### src/rtl/nibble_add_seq.sv
// nibble_add_seq: wide adder built from one 4-bit slice reused over NIBBLES
// cycles, least significant nibble first, with the carry held in a register.
//
// state | meaning
// IDLE  | waiting for start; operands latched on the accepting edge
// RUN   | one nibble per edge, carry rippled through carry_r
// DONE  | one-cycle done pulse; result already held on sum/ovf
module nibble_add_seq #(
  parameter int NIBBLES = 4
) (
  input  logic                 clk,
  input  logic                 rst,
  input  logic                 start,
  input  logic [4*NIBBLES-1:0] a,
  input  logic [4*NIBBLES-1:0] b,
  input  logic                 ci,
  output logic                 busy,
  output logic                 done,
  output logic [4*NIBBLES:0]   sum,
  output logic                 ovf
);

  localparam int W     = 4 * NIBBLES;
  localparam int IDX_W = (NIBBLES > 1) ? $clog2(NIBBLES) : 1;
  localparam logic [IDX_W-1:0] IDX_LAST = IDX_W'(NIBBLES - 1);

  typedef enum logic [1:0] {
    IDLE = 2'd0,
    RUN  = 2'd1,
    DONE = 2'd2
  } state_t;

  state_t           state, state_next;
  logic [W-1:0]     a_r, b_r, partial, partial_next;
  logic             carry_r;
  logic [IDX_W-1:0] idx;
  logic [IDX_W+1:0] bit_base;
  logic [3:0]       a_nib, b_nib;
  logic [4:0]       slice;
  logic             last_nib;

  // Select the current nibble of each operand and run it through the slice.
  assign bit_base = {idx, 2'b00};
  assign a_nib    = a_r[bit_base +: 4];
  assign b_nib    = b_r[bit_base +: 4];
  assign slice    = {1'b0, a_nib} + {1'b0, b_nib} + {4'b0000, carry_r};
  assign last_nib = (idx == IDX_LAST);

  // Merge this cycle's nibble into the partial so the final edge can load it whole.
  always_comb begin
    partial_next = partial;
    partial_next[bit_base +: 4] = slice[3:0];
  end

  // State register.
  always_ff @(posedge clk) begin
    if (rst) state <= IDLE;
    else     state <= state_next;
  end

  // Next-state decode and status outputs.
  always_comb begin
    state_next = state;
    busy       = 1'b0;
    done       = 1'b0;
    case (state)
      IDLE: if (start) state_next = RUN;
      RUN: begin
        busy = 1'b1;
        if (last_nib) state_next = DONE;
      end
      DONE: begin
        done       = 1'b1;
        state_next = IDLE;
      end
      default: state_next = IDLE;
    endcase
  end

  // Operand capture, per-nibble accumulation and result load at RUN exit.
  always_ff @(posedge clk) begin
    if (rst) begin
      a_r     <= '0;
      b_r     <= '0;
      carry_r <= 1'b0;
      idx     <= '0;
      partial <= '0;
      sum     <= '0;
      ovf     <= 1'b0;
    end else begin
      case (state)
        IDLE: begin
          if (start) begin
            a_r     <= a;
            b_r     <= b;
            carry_r <= ci;
            idx     <= '0;
            partial <= '0;
          end
        end
        RUN: begin
          partial <= partial_next;
          carry_r <= slice[4];
          idx     <= idx + 1'b1;
          if (last_nib) begin
            sum <= {slice[4], partial_next};
            ovf <= (a_r[W-1] == b_r[W-1]) && (partial_next[W-1] != a_r[W-1]);
          end
        end
        default: ;
      endcase
    end
  end

endmodule

### config.mk
export PLATFORM = sky130hd
export DESIGN_NAME = nibble_add_seq
export DESIGN_NICKNAME = d
export VERILOG_FILES = /design/src/rtl/nibble_add_seq.sv
export SDC_FILE = /design/constraint.sdc
export NUM_CORES = 1
export LEC_CHECK = 0
export ABC_AREA = 0
export CAP_MARGIN = 20
export CORE_MARGIN = 2
export CORE_UTILIZATION = 48
export CTS_CLUSTER_SIZE = 20
export DETAILED_ROUTE_END_ITERATION = 10
export PLACE_DENSITY = 0.82
export SYNTH_ARGS = -nofsm -noshare
export SYNTH_HDL_FRONTEND = slang
export SYNTH_SLANG_ARGS = --single-unit
### constraint.sdc
create_clock -name clk -period 4.1 [get_ports clk]
set_input_delay 0.82 -clock clk [delete_from_list [all_inputs] [get_ports clk]]
set_output_delay 0.82 -clock clk [all_outputs]
set_load 0.1 [all_outputs]
# Yosys cells after proc, flatten, opt, wreduce, memory -nomap -nowiden
# Index checks and enable logic that the tools add are counted.
[op_classes]
add_sub_neg = 4
eq_ne = 7
shifts = 4
muxes = 12
n_reduce_logical = 7
[ops]
columns = ["operator", "count"]
rows = [
  ["$pmux 16 s2", 1],
  ["$shiftx 16x5->4", 2],
  ["$bwmux 16", 1],
  ["$mux 16", 1],
  ["$shift 4x6->16 const A", 1],
  ["$shiftx 4x6->16", 1],
  ["$pmux 2 s2", 2],
  ["$reduce_and 2->1", 4],
  ["$mux 2", 3],
  ["$neg 4->6", 1],
  ["$add 4x4->5", 1],
  ["$add 5x1->5", 1],
  ["$eq 2x2->1 const B", 2],
  ["$ne 2x2->1 const B", 2],
  ["$mux 1", 3],
  ["$add 2x1->2 const B", 1],
  ["$eq 2x1->1 const B", 1],
  ["$logic_not 2->1", 1],
  ["$pmux 1 s2", 1],
  ["$reduce_bool 2->1", 1],
  ["$eq 1x1->1", 1],
  ["$logic_and 1x1->1", 1],
  ["$ne 1x1->1", 1],
]
[totals]
ff_bits = 71
word_cells = 42
input_bits = 36
output_inout_bits = 20

# Logic depth before layout (Yosys ltp)
# Gate-level depths: netlist of the first run.
[logic_depth]
ltp_word = 7
depth_mapped = 11
ltp_nobuf = 9

# Least setup slack after synthesis of the first run
# Ideal clock, no wire load.
[synth_path]
path_type = "reg2reg"
startpoint = "reg idx[0]"
endpoint = "reg partial[5]"
required_time_ns = 4.035
path_stages_with_launch = 12
period_less_slack_ns = 2.829
path_buffers = 2
setup_slack_ns = 1.271
arrival_ns = 2.764
setup_time_ns = 0.065
cell_sequence = "dfxtp_1 -> buf_2 -> buf_2 -> mux4_2 -> fa_1 -> inv_1 -> fa_1 -> nor2_1 -> a41oi_1 -> nor2_1 -> a31oi_1 -> nor2_1"
[synth_between]
elab_chain_len = 6
elab_cells_between_ends = 9
classes_between = "add/sub (3); shift (4); mux (2)"
[synth_rtl]
columns = ["item", "line_no", "rtl"]
rows = [
  ["start, declared", "36", "logic [IDX_W-1:0] idx;"],
  ["start signal, assigned", "104", "idx <= idx + 1'b1;"],
  ["$shiftx 16x5->4, on equally long branches", "44, 45", ""],
  ["$add 4x4->5", "46", "assign slice = {1'b0, a_nib} + {1'b0, b_nib} + {4'b0000, carry_r};"],
  ["$add 5x1->5", "46", ""],
  ["$shiftx 4x6->16", "52", "partial_next[bit_base +: 4] = slice[3:0];"],
  ["$bwmux 16 (*)", "52", ""],
  ["$pmux 16 s2 (*)", "91", "case (state)"],
  ["end signal, assigned", "102", "partial <= partial_next;"],
  ["end, declared", "34", "logic [W-1:0] a_r, b_r, partial, partial_next;"],
]
# Every way passes the cells marked *; elsewhere a longest branch is shown, timed or not.
# A chain may end at the register's enable or synchronous reset.

# Worst setup path after layout of the first run
[layout_path]
startpoint = "reg idx[0]"
endpoint = "reg sum[7]"
[layout_between]
elab_chain_len = 5
elab_cells_between_ends = 10
classes_between = "add/sub (3); eq/ne (1); shift (4); mux (1); reduce/logical (1)"
[layout_rtl]
columns = ["item", "line_no", "rtl"]
rows = [
  ["$shiftx 16x5->4, on equally long branches", "44, 45", ""],
  ["$add 4x4->5", "46", ""],
  ["$add 5x1->5", "46", ""],
  ["$shiftx 4x6->16", "52", ""],
  ["$bwmux 16", "52", ""],
  ["end signal, assigned", "106", "sum <= {slice[4], partial_next};"],
  ["end, declared", "19", "output logic [4*NIBBLES:0] sum,"],
]
# Parallel ways exist; a longest one is shown, timed or not.

==> impl_metrics.env, run 1 <==
export IMPL_period_needed_ps=2914
export IMPL_setup_viol=0
export IMPL_hold_viol=0
export IMPL_cts_resized_gates=0
export IMPL_grt_pass1_vias=2646
export IMPL_synth_cell_types=34
export IMPL_grt_overflow=0
export IMPL_final_setup_tns_ps=0
export IMPL_fin_util_pct=62.07
export IMPL_hpwl_um=5048
export IMPL_ir_drop_v=0.0002046
export IMPL_outcome="finished, final reports clean"
export IMPL_htreeDepth=3
export IMPL_cts_buffers=9
export IMPL_rsz0062_at_grt="false"
export IMPL_grt_max_degree=45
export IMPL_finClkSkew_ps=6.707
export IMPL_synth_fa_ha_area_share_pct=4.769
export IMPL_start_util_pct=50.12
export IMPL_synthArstFlopShare_pct=0
export IMPL_syn_area_per_cell_um2=8.335
export IMPL_clkSinkCount=71
export IMPL_multi_input_area_um2=1610
export IMPL_syn2layout_area_growth_pct=23.85
export IMPL_root_buffer="clkbuf_8"
export IMPL_post_cts_setup_buffers=0
export IMPL_p_per_area_nw_per_um2=378.2
export IMPL_synth_simple_area_share_pct=22.09
export IMPL_stdcell_area_um2=3964
export IMPL_dieArea_um2=7337
export IMPL_synth_area_mux_share_pct=5.629
export IMPL_worstPathRequired_ps=4370
export IMPL_met3WireLength_um=461
export IMPL_fin_crit_sh_pct=71.08
export IMPL_yosys_area_top_type_share_pct=44.41
export IMPL_synth_common_cells="nand2_1 (74), dfxtp_1 (71), nor2_1 (47), a21oi_1 (43), a31oi_1 (17)"
export IMPL_drive_gt1_share_pct=8.333
export IMPL_hold_slack_ps=456.3
export IMPL_grt_pass1_wl_um=12390
export IMPL_synth_compound_area_share_pct=17.55
export IMPL_wl_met2_um=3451
export IMPL_slew_violations=0
export IMPL_seqCellArea_um2=1421
export IMPL_synth_top_cell_by_area="dfxtp_1"
export IMPL_hp_class="flip-flop to flip-flop"
export IMPL_min_from="a_r[11]"
export IMPL_synth_fp_nets=431
export IMPL_start_kind="flip-flop"
export IMPL_core_area_um2=6386
export IMPL_crit_path_max_fanout=15
export IMPL_n_antenna_cell=0
export IMPL_rows=29
export IMPL_synthCells=384
export IMPL_synthesis_area_um2=3201
export IMPL_routed_wl_um=7285
export IMPL_highest_signal_layer="met4"
export IMPL_r2r_start="idx[0]"
export IMPL_drt_iter0_markers=169
export IMPL_clk_latency_ps=360
export IMPL_synth_seq_area_share_pct=44.41
export IMPL_slew_headroom_pct=34.94
export IMPL_synth_top_family_by_area="simple AND/OR/NAND/NOR gates"
export IMPL_yosys_warnings=0
export IMPL_crit_type="flip-flop to flip-flop"
export IMPL_synth_edf_count=0
export IMPL_cts_reportedPaths_clkPinSlew_ps=70
export IMPL_end_kind="flip-flop"
export IMPL_drt_pass1_iter_count=4
export IMPL_ys_flop_type="dfxtp_1"
export IMPL_cts_tree="done"
export IMPL_maxCapViolCount=0
export IMPL_drt_met1_wl_um=3190
export IMPL_fp_dieW_um=85.66
export IMPL_cp_startpoint="idx[0]"
export IMPL_routed_via_density=5.515
export IMPL_finalWorstSetupSlack_ps=1186
export IMPL_dieHeight_um=85.66
export IMPL_max_freq_ghz=0.3431
export IMPL_io_buffers=55
export IMPL_netlist_top_cells_area="dfxtp_1 (44%), nand2_1 (8.7%), a21oi_1 (6.7%)"
export IMPL_vias=2807
export IMPL_place_area_um2=3765
export IMPL_clock_path_buffers=2
export IMPL_gp_congestion=0.8261
export IMPL_routedWlPerCell_um=14.31
export IMPL_cts_hold_buf=0
export IMPL_antenna_found_initial=0
export IMPL_synth_xor_area_share_pct=0.2737
export IMPL_cp_arrival_ps=3190
export IMPL_fillers=554
export IMPL_remaining_drc_errors=0
export IMPL_p_leak_nw=1.422
export IMPL_ant_nets=0
export IMPL_io_pins=56
export IMPL_grt_usage_pct=21.62
export IMPL_place_ws_ps=1175
export IMPL_finalNetCount=474
export IMPL_synth_most_common_cell="nand2_1"
export IMPL_synth_seq_cells=71
export IMPL_tightest_slew_ps=972.9
-- routing by layer --
metal | GRT usage [%] | vias up
li1 | - | 1399
met1 | 26.84 | 1290
met2 | 35.37 | 103
met3 | 5.390 | 15
met4 | 10.10 | 0
met5 | 0 | -
-- state kept, by name (all words and copies together) (netlist names) --
name     count
partial     16
idx          2
ovf          1
carry_r      1
sum         17
b_r         16
a_r         16
state        2
-- cells by family (layout without fill, tap and decap cells) --
group / after synthesis / count (layout)
simple gates: 162 / 162
compound gates: 89 / 89
flops: 71 / 71
buf+inv: 42 / 90
fa+ha+maj: 11 / 11
mux: 8 / 8
xor+xnor: 1 / 1
-- through the flow --
stage	instances	power, W
final	509	0.001499
after global routing	509	0.001560
after CTS	509	0.001503
after detailed placement	493	0.0009465
after global placement	493	0.0009407
after floorplan	384	0.0008767
-- power breakdown --
| group | leakage, nW | total, W | switching, W | internal (W) |
|---|---|---|---|---|
| Combinational | 0.752 | 0.000203 | 0.000116 | 0.0000867 |
| Clock | 0.0916 | 0.000567 | 0.000271 | 0.000296 |
| Sequential | 0.578 | 0.000730 | 0.0000162 | 0.000713 |
-- cell type report --
cell class / instances / share of cell area (%)
Clock inverter: 5 / 1.452
Sequential cell: 71 / 35.86
Inverter: 13 / 1.231
Tap cell: 77 / 2.431
Clock buffer: 11 / 3.567
Multi-Input combinational cell: 271 / 40.62
Timing Repair Buffer: 61 / 14.84
-- worst paths after layout --
path | end | slack (ps) | cells past startpoint
worst min register to register | a_r[11] | 460 | 2
worst min-delay path | a_r[11] | 460 | 2
worst max register to register | sum[7] | 1190 | 8
worst max-delay path | sum[7] | 1190 | 8
-- placed cells by master (no fill, tap or decap), types with 2 or more instances in the layout --
| master | count |
|---|---|
| fa_1 | 2 |
| buf_4 | 7 |
| clkbuf_8 | 10 |
| nand2b_1 | 3 |
| a31oi_1 | 17 |
| a32oi_1 | 2 |
| a311oi_1 | 4 |
| a41oi_1 | 3 |
| a21oi_2 | 2 |
| a21oi_1 | 43 |
| dfxtp_1 | 71 |
| clkdlybuf4s50_1 | 53 |
| nor2b_1 | 16 |
| mux4_2 | 8 |
| clkinvlp_4 | 3 |
| nand2_1 | 74 |
| ha_1 | 9 |
| a211oi_1 | 10 |
| nor2_1 | 47 |
| nor3_1 | 6 |
| nand3_1 | 6 |
| and3_1 | 2 |
| a22o_1 | 2 |
| a221oi_1 | 3 |
| and2_1 | 3 |
| inv_1 | 13 |
-- critical path, cell delays in order (launching register included) --
cell	delay, ps
dfxtp_1	530
buf_4	300
mux4_2	530
ha_1	370
a21oi_2	190
a21oi_2	90
nor3_1	480
a221oi_1	150
nor3_1	200
(Power assumes the default switching activity.)
==> run 2: changes to the inputs <==
Settings changed: CORE_UTILIZATION 48 to 47, PLACE_DENSITY 0.82 to 0.83.
Clock period 4.1 ns to 2.6 ns, I/O delays scaled along.
==> run 2 against run 1 <==
  * Power increased by 60%
  * Combinational power increased by 80%
  * Sequential share of layout area decreased by 1.2 points
  * Cell count rose by 2.4%
  * First-iteration DRC count down 28%
  * Wire length grew 3.8%
  * Largest power group unchanged
==> impl_metrics.env, run 2 (synthesis gave the netlist of run 1 again) <==
export IMPL_max_freq_ghz=0.3964
export IMPL_start_util_pct=47.90
export IMPL_clkSinkCount=71
export IMPL_cts_tree="done"
export IMPL_dieHeight_um=86.52
export IMPL_routed_wl_um=7565
export IMPL_start_kind="flip-flop"
export IMPL_fin_crit_sh_pct=97.04
export IMPL_grt_pass1_wl_um=12280
export IMPL_n_antenna_cell=0
export IMPL_routed_via_density=5.447
export IMPL_layout_commonest_cell="nand2_1"
export IMPL_cts_reportedPaths_clkPinSlew_ps=70
export IMPL_setup_viol=0
export IMPL_syn2layout_area_growth_pct=28.42
export IMPL_root_buffer="clkbuf_8"
export IMPL_gp_congestion=0.8620
export IMPL_rows=30
export IMPL_io_buffers=55
export IMPL_period_needed_ps=2523
export IMPL_rsz0062_at_grt="true"
export IMPL_worstPathRequired_ps=2890
export IMPL_hp_class="flip-flop to flip-flop"
export IMPL_fin_util_pct=61.52
export IMPL_cp_slowest_cell="mux4_2"
export IMPL_drt_pass1_iter_count=4
export IMPL_p_leak_nw=1.525
export IMPL_cts_buffers=9
export IMPL_cp_arrival_ps=2820
export IMPL_crit_path_max_fanout=7
export IMPL_remaining_drc_errors=0
export IMPL_outcome="finished, final reports clean"
export IMPL_fp_dieW_um=86.52
export IMPL_clock_path_buffers=2
export IMPL_clk_latency_ps=350
export IMPL_crit_type="flip-flop to flip-flop"
export IMPL_vias=2838
export IMPL_drt_iter0_markers=121
export IMPL_grt_max_degree=40
export IMPL_dieArea_um2=7486
export IMPL_hold_viol=0
export IMPL_ir_drop_v=0.0002858
export IMPL_finClkSkew_ps=8.232
export IMPL_p_per_area_nw_per_um2=583.2
export IMPL_slew_violations=0
export IMPL_htreeDepth=3
export IMPL_min_path_cells=2
export IMPL_end_kind="flip-flop"
export IMPL_final_cell_mix="nand2_1 (74), dfxtp_1 (69), nor2_1 (46), a21oi_1 (43), clkdlybuf4s50_1 (34)"
export IMPL_tightest_slew_ps=624.2
export IMPL_finalNetCount=483
export IMPL_reg2reg_depth=9
export IMPL_io_pins=56
export IMPL_stdcell_area_um2=4110
export IMPL_cts_hold_buf=0
export IMPL_hpwl_um=5433
export IMPL_grt_pass1_vias=2653
export IMPL_routedWlPerCell_um=14.52
export IMPL_grt_usage_pct=20.73
export IMPL_cp_cell_sequence="mux4_2, fa_2, inv_1, fa_2, nor2_4, a41oi_2, nor2_1, a31oi_1, nor2_1"
export IMPL_maxCapViolCount=0
export IMPL_core_area_um2=6681
export IMPL_largest_reg_flops=17
export IMPL_place_area_um2=3815
export IMPL_slowest_delay_ps=530
export IMPL_slew_headroom_pct=58.30
export IMPL_ant_nets=0
export IMPL_antenna_found_initial=0
export IMPL_drive_gt1_share_pct=17.46
export IMPL_fillers=600
export IMPL_grt_overflow=0
export IMPL_largest_register="sum"
## run 2: cell types whose count changed in the layout (fill, tap and decap cells not counted), sizes merged
cell	previous run	this run
buf	8	36
clkdlybuf4s50	53	34
clkinv	1	3
clkbuf	11	10
clkinvlp	3	2
## run 2: final timing paths
check / from / endpoint / slack [ps]
setup reg to reg: idx[0] / partial[5] / 80
hold reg to reg: sum[10] / sum[10] / 460
setup / recovery: idx[0] / partial[5] / 80
hold / removal: sum[10] / sum[10] / 460
## run 2: layout make-up
class | count | area, um^2 | share of cell area, %
multi-input combinational | 271 | 1688 | 41.07
tap | 80 | 100.1 | 2.435
timing repair buffer | 70 | 649.4 | 15.80
inverter | 13 | 48.80 | 1.187
sequential | 71 | 1426 | 34.70
clock buffer | 10 | 137.6 | 3.349
clock inverter | 6 | 60.06 | 1.461
## run 2: report_power, final
part	internal, W	switching, W	total [W]
combinational	0.000163	0.000202	0.000365
clock	0.000463	0.000417	0.000881
sequential	0.00113	0.0000265	0.00115
## run 2: critical path, delay by kind of cell (launching register included)
| kind | cells | cell delay [ps] |
|---|---|---|
| buffers and inverters | 1 | 80 |
| muxes | 1 | 530 |
| AOI/OAI and AO/OA | 2 | 210 |
| DFF | 1 | 400 |
| adders and majority gates | 2 | 860 |
| and+or+nand+nor | 3 | 380 |
## run 2: routing by layer
layer | track usage (%) | vias up | wire (um) | share of wire, %
met4 | 7.102 | 0 | 122 | 1.6
li1 | - | 1420 | - | -
met5 | 0 | - | 0 | 0
met3 | 5.143 | 15 | 424 | 5.6
met1 | 25.47 | 1308 | 3157 | 42
met2 | 35.45 | 95 | 3860 | 51
## run 2: through the flow
stage | hold slack [ps] | setup slack [ps] | setup TNS [ps] | cells | power, W
CTS | 464.6 | 22.87 | 0 | 519 | 0.002386
finish | 457.6 | 77.00 | 0 | 521 | 0.002397
detailed placement | 454.3 | -40.73 | -104.4 | 503 | 0.001515
global route | 477.7 | -47.47 | -89.21 | 521 | 0.002490
floorplan | 433.1 | 13.98 | 0 | 384 | 0.001388
global placement | 444.6 | 72.83 | 0 | 503 | 0.001501
## run 2: what timing repair did
action                     4_1_cts  5_1_grt
setup buffers                    0        2
resized for setup                2       14
pin swaps                        0        7
setup endpoints to repair        6       14
==> run 3: changes to the inputs <==
Settings changed: SLEW_MARGIN set to 30.
==> results of run 3 <==
The final DEF is identical to that of run 2; final timing and power are the same.
